File: config.mk
export PLATFORM = sky130hd
export DESIGN_NAME = switch_debouncer
export DESIGN_NICKNAME = d
export VERILOG_FILES = /design/src/rtl/switch_debouncer.sv
export SDC_FILE = /design/constraint.sdc
export NUM_CORES = 1
export LEC_CHECK = 0
export CELL_PAD_IN_SITES_DETAIL_PLACEMENT = 1
export CELL_PAD_IN_SITES_GLOBAL_PLACEMENT = 1
export CORE_ASPECT_RATIO = 1.25
export CORE_MARGIN = 4
export CORE_UTILIZATION = 40
export CTS_CLUSTER_DIAMETER = 60
export DETAILED_ROUTE_END_ITERATION = 10
export PLACE_DENSITY = 0.84
export REMOVE_ABC_BUFFERS = 1
export SYNTH_ARGS = -nofsm -noshare
export SYNTH_HDL_FRONTEND = slang
export SYNTH_SLANG_ARGS = --single-unit
File: constraint.sdc
create_clock -name clk -period 2.08 [get_ports clk]
set_clock_uncertainty 0.2 [all_clocks]
set_input_delay 0.416 -clock clk [delete_from_list [all_inputs] [get_ports clk]]
set_output_delay 0.416 -clock clk [all_outputs]
set_load 0.01 [all_outputs]
File: src/rtl/switch_debouncer.sv
// Two-flop synchroniser plus settle-counter FSM for the four slide switches; emits a stable word and a commit strobe.
// Optional change counter output chg_cnt is enabled by defining SWITCH_DEBOUNCER_CHG_CNT_EN.

module switch_debouncer_sync (
  input  logic clk,
  input  logic rst_n,
  input  logic d,
  output logic q
);
  logic meta;

  always_ff @(posedge clk) begin
    if (!rst_n) begin
      meta <= 1'b0;
      q    <= 1'b0;
    end else begin
      meta <= d;
      q    <= meta;
    end
  end
endmodule

module switch_debouncer #(
  parameter int DEBOUNCE_CYCLES = 120000
) (
  input  logic       clk,
  input  logic       rst_n,
  input  logic       sw_a,
  input  logic       sw_b,
  input  logic       sw_c,
  input  logic       sw_d,
  output logic [3:0] sw_db,
  output logic       changed
`ifdef SWITCH_DEBOUNCER_CHG_CNT_EN
  ,
  output logic [7:0] chg_cnt
`endif
);
  localparam int CNT_W = $clog2(DEBOUNCE_CYCLES + 1);
  localparam logic [CNT_W-1:0] LAST = CNT_W'(DEBOUNCE_CYCLES - 1);
  localparam logic [CNT_W-1:0] ONE  = CNT_W'(1);

  typedef enum logic {STABLE, SETTLING} state_t;

  logic [3:0]       raw;
  logic [3:0]       sync2;
  logic [3:0]       candidate;
  logic [CNT_W-1:0] cnt;
  state_t           state;

  assign raw = {sw_a, sw_b, sw_c, sw_d};

  for (genvar i = 0; i < 4; i++) begin : g_sync
    switch_debouncer_sync u_sync (
      .clk  (clk),
      .rst_n(rst_n),
      .d    (raw[i]),
      .q    (sync2[i])
    );
  end

  // Any new word seen while settling restarts the count, so a commit always carries the final word.
  always_ff @(posedge clk) begin
    if (!rst_n) begin
      state     <= STABLE;
      candidate <= 4'b0000;
      cnt       <= '0;
      sw_db     <= 4'b0000;
      changed   <= 1'b0;
`ifdef SWITCH_DEBOUNCER_CHG_CNT_EN
      chg_cnt   <= 8'd0;
`endif
    end else begin
      changed <= 1'b0;
      case (state)
        STABLE: begin
          if (sync2 != sw_db) begin
            state     <= SETTLING;
            candidate <= sync2;
            cnt       <= ONE;
          end else begin
            cnt <= '0;
          end
        end
        SETTLING: begin
          if (sync2 == sw_db) begin
            state <= STABLE;
            cnt   <= '0;
          end else if (sync2 != candidate) begin
            candidate <= sync2;
            cnt       <= ONE;
          end else if (cnt == LAST) begin
            sw_db   <= candidate;
            changed <= 1'b1;
            state   <= STABLE;
            cnt     <= '0;
`ifdef SWITCH_DEBOUNCER_CHG_CNT_EN
            chg_cnt <= chg_cnt + 8'd1;
`endif
          end else begin
            cnt <= cnt + ONE;
          end
        end
        default: begin
          state <= STABLE;
          cnt   <= '0;
        end
      endcase
    end
  end
endmodule

==> results.env <==
SYN_TO_FINAL_GROWTH_PCT=25.0
NFILLCELLS=413
AREA.SEQUENTIAL_UM2=701
MULTI_INPUT_AREA_UM2=795
NUMBER_OF_DISTINCT_STANDARD_CELLS_REFERENCED_BY_THE_SYNTHESIZED_NETLIST=31
DETAIL_ROUTE.DRC_VIOLATIONS=0
POST-ROUTE-PERIOD-UTIL=1.02
OVERALL_TRACK_DEMAND_OVER_CAPACITY_IN_GLOBAL_ROUTING=0.166
POWER_PER_CELL_AREA_nW_PER_UM2=663
STANDARD_CELL_ROWS=24
DPL_WORST_SLACK_NS=-0.119
ROUTED_WL_MM=3.70
INITIAL_UTILIZATION=0.424
YOSYS.CELL_COUNT.TOP_TYPE='dfxtp_1'
CTS_NUM_SINKS=35
NUMBER_OF_PLACED_CELLS_COUNTING_WELL_TAPS=217
FINAL_CORE_UTIL=0.529
OUTCOME='complete, but fails checks'
SYNTH.YOSYS.WARNINGS=0
CP.REQUIRED_NS=2.10
FIRST_GLOBAL_VIAS=1407
YOSYS-TOP-CELLS-COUNT='dfxtp_1, nand2_1, nor3_1, and2_1, xnor2_1'
WORST_IR_DROP_VDD_uV=486
DRT_ITER0_MARKERS=47
ANT_NETS=0
TIMING_WORST_SLEW_PIN_VALUE_NS=0.462
POST_SYN_AREA_UM2=1510
FLOORPLAN.DIE_AREA_UM2=4840
CELL_TYPE_OF_THE_SLOWEST_STAGE_ON_THE_WORST_TIMING_PATH='or4b_1'
CTSLONGESTPATHBUFFERS=2
FIN_CELLS=225
DRIVE_ABOVE_1_SHARE=0.172
TNS_NS=-0.110
HOLD_VIOL=0
SYNTH-ASYNC-RESET-RATIO=0
AVGROUTEDWIREPERCELL_UM=16.4
HTREE_NUM_LEVELS=2
ROOT_BUFFER='clkbuf_8'
PLACEMENT.CELL_AREA_UM2=1780
SYNTH_TOP_AREA_FRAC=0.463
FMAX_MHz=472
STDCELL_AREA_UM2=1890
TRITONCTS='built'
BIGGEST_AREA_CONTRIBUTORS_IN_THE_SYNTHESIZED_NETLIST='dfxtp_1, xnor2_1, mux2i_1, xor2_1, and2_1'
MAXSLEWVIOLCOUNT=0
AREA_LEADER_NETLIST='dfxtp_1'
MIN-DELAY-PATH-CLASS='reg -> reg'
SYNTH_FLOP_CELL='dfxtp_1'
PATH_BUF_INV=1
DIODES=0
FIN_WORST_HOLD_SLACK_NS=0.239
FINALCRITICALPERIOD_NS=2.12
WORSTSETUPENDPOINTTYPE='register'
WORST-SETUP-PATH-TYPE='reg -> reg'
VIOLATIONS='setup timing'
YOSYSSEQAREASHARE=0.463
CRITICAL-PATH-TOP-DELAY-FAMILY='simple AND/OR/NAND/NOR gates'
IO-PIN-COUNT=11
DIE_H_UM=76.8
CLK_PIN_SLEW_NS=0.07
AGGREGATE_GLOBAL_ROUTING_OVERFLOW=0
COREAREA_UM2=3570
MAX_SLEW_HEADROOM=0.689
PORT_BUFFERS=10
GRT_START_MAX_NET_PINS=20
VIAS_PER_CELL=5.63
DIE_X_UM=63.0
SETUP_VIOLATIONS=4
POWER_mW=1.25
SYNTH_EDF_COUNT=0
CRITICAL_PATH.MAX_STAGE_DELAY_NS=0.51
FINAL.SETUP.WORST_SLACK_NS=-0.0387
DESIGN.FINAL.NETS=192
SYN_AREA_PER_CELL_UM2=9.52
FIRST_PASS_GRT_WIRE_LENGTH_MM=6.31
MAX_CAP_VIOLATIONS=0
CP_MAX_FO=4
GP_CONGESTION=0.812
GRT_SETUP_UNREPAIRED='yes'
WORSTPATHCELLLIST='or4b_1 -> or4_4 -> nor4b_4 -> buf_4 -> mux2i_1'
TIMING.CRITICAL_PATH.ARRIVAL_NS=2.14
POST-CTS-SETUP-BUFFERS=0
CTS_BUFFERS=5
CLK-INSERTION-DELAY-LATE_NS=0.29
SYNTHESIZED_INSTANCE_COUNT=159
ROUTE.VIAS.TOTAL=1267
LEAKAGEPOWER_nW=0.665
SYNTH-SEQ-CELLS=35
NUMBER_OF_ANTENNA_VIOLATIONS_AT_THE_FIRST_CHECK_IN_GLOBAL_ROUTING=0
PLACE.DETAILED.HPWL_MM=2.66
TIMING.CRITICAL_PATH.FROM_TYPE='register'
FIRSTDRTPASSITERS=4
[logic make-up (layout without fill, tap and decap cells)]
family                     Yosys count  count (layout)  synth area share
DFF                                 35              35             0.463
and+or+nand+nor                     73              73             0.293
adders and majority gates            1               1           0.00826
muxes                                8               8            0.0529
AOI/OAI and AO/OA                   11              11            0.0430
buffers and inverters               12              39            0.0306
xor gates and xnor gates            19              19             0.110
[flip-flops by register name, summed over array words and instances (netlist names)]
signal,cells
g_sync.u_sync.meta,4
sw_db,4
g_sync.u_sync.q,4
state,1
changed,1
cnt,17
candidate,4
[final timing paths]
path / start / endpoint / slack, ns / cells past startpoint
worst max-delay path: cnt[6] / sw_db[2] / -0.04 / 5
worst min-delay path: g_sync[3].u_sync.meta / g_sync[3].u_sync.q / 0.24 / 1
worst max register to register: cnt[6] / sw_db[2] / -0.04 / 5
worst min register to register: g_sync[3].u_sync.meta / g_sync[3].u_sync.q / 0.24 / 1
[timing repair]
action,in CTS,in global routing
endpoints found under the setup margin,4,5
pin swaps,1,1
resized for setup,1,2
hold buffers,0,0
[worst reg2reg max path: cells and delay by family (launching register included)]
| kind | cells | cell delay [ns] |
|---|---|---|
| muxes | 1 | 0.19 |
| and+or+nand+nor | 3 | 1.16 |
| DFF | 1 | 0.32 |
| buffers and inverters | 1 | 0.18 |
[report_power, final]
part           switching [mW]  internal, mW  total, mW
clock                   0.260         0.233      0.492
sequential            0.00851         0.682      0.691
combinational          0.0335        0.0379     0.0714
total                   0.302         0.953       1.25
[layout by cell type (no fill, tap or decap), types with 2 or more instances in the layout]
cell type | netlist | final
a211oi_1 | 4 | 4
a21oi_1 | 2 | 2
and2_1 | 10 | 10
buf_4 | 0 | 17
clkbuf_8 | 0 | 5
clkdlybuf4s50_1 | 0 | 10
clkinvlp_4 | 0 | 2
dfxtp_1 | 35 | 35
inv_1 | 3 | 3
mux2i_1 | 8 | 8
nand2_1 | 15 | 15
nand3_1 | 6 | 6
nand4_1 | 9 | 9
nand4b_1 | 2 | 2
nor2_1 | 4 | 4
nor3_1 | 11 | 11
o21ai_0 | 5 | 5
or3_1 | 4 | 4
or4b_1 | 2 | 2
xnor2_1 | 10 | 10
xor2_1 | 9 | 9
[area by class of cell]
class | count | area share
clock buffers | 5 | 0.0364
inverters | 3 | 0.00595
repair buffers | 28 | 0.131
flip-flops and latches | 35 | 0.370
clock inverters | 3 | 0.0106
multi-input cells | 112 | 0.420
well taps | 39 | 0.0258
[metal layers]
metal / global-route usage / up-vias / share of wire
li1: - / 610 / -
met1: 0.170 / 627 / 0.39
met2: 0.298 / 22 / 0.56
met3: 0.0482 / 8 / 0.030
met4: 0.0949 / 0 / 0.022
met5: 0 / - / 0
(Power assumes the default switching activity.)
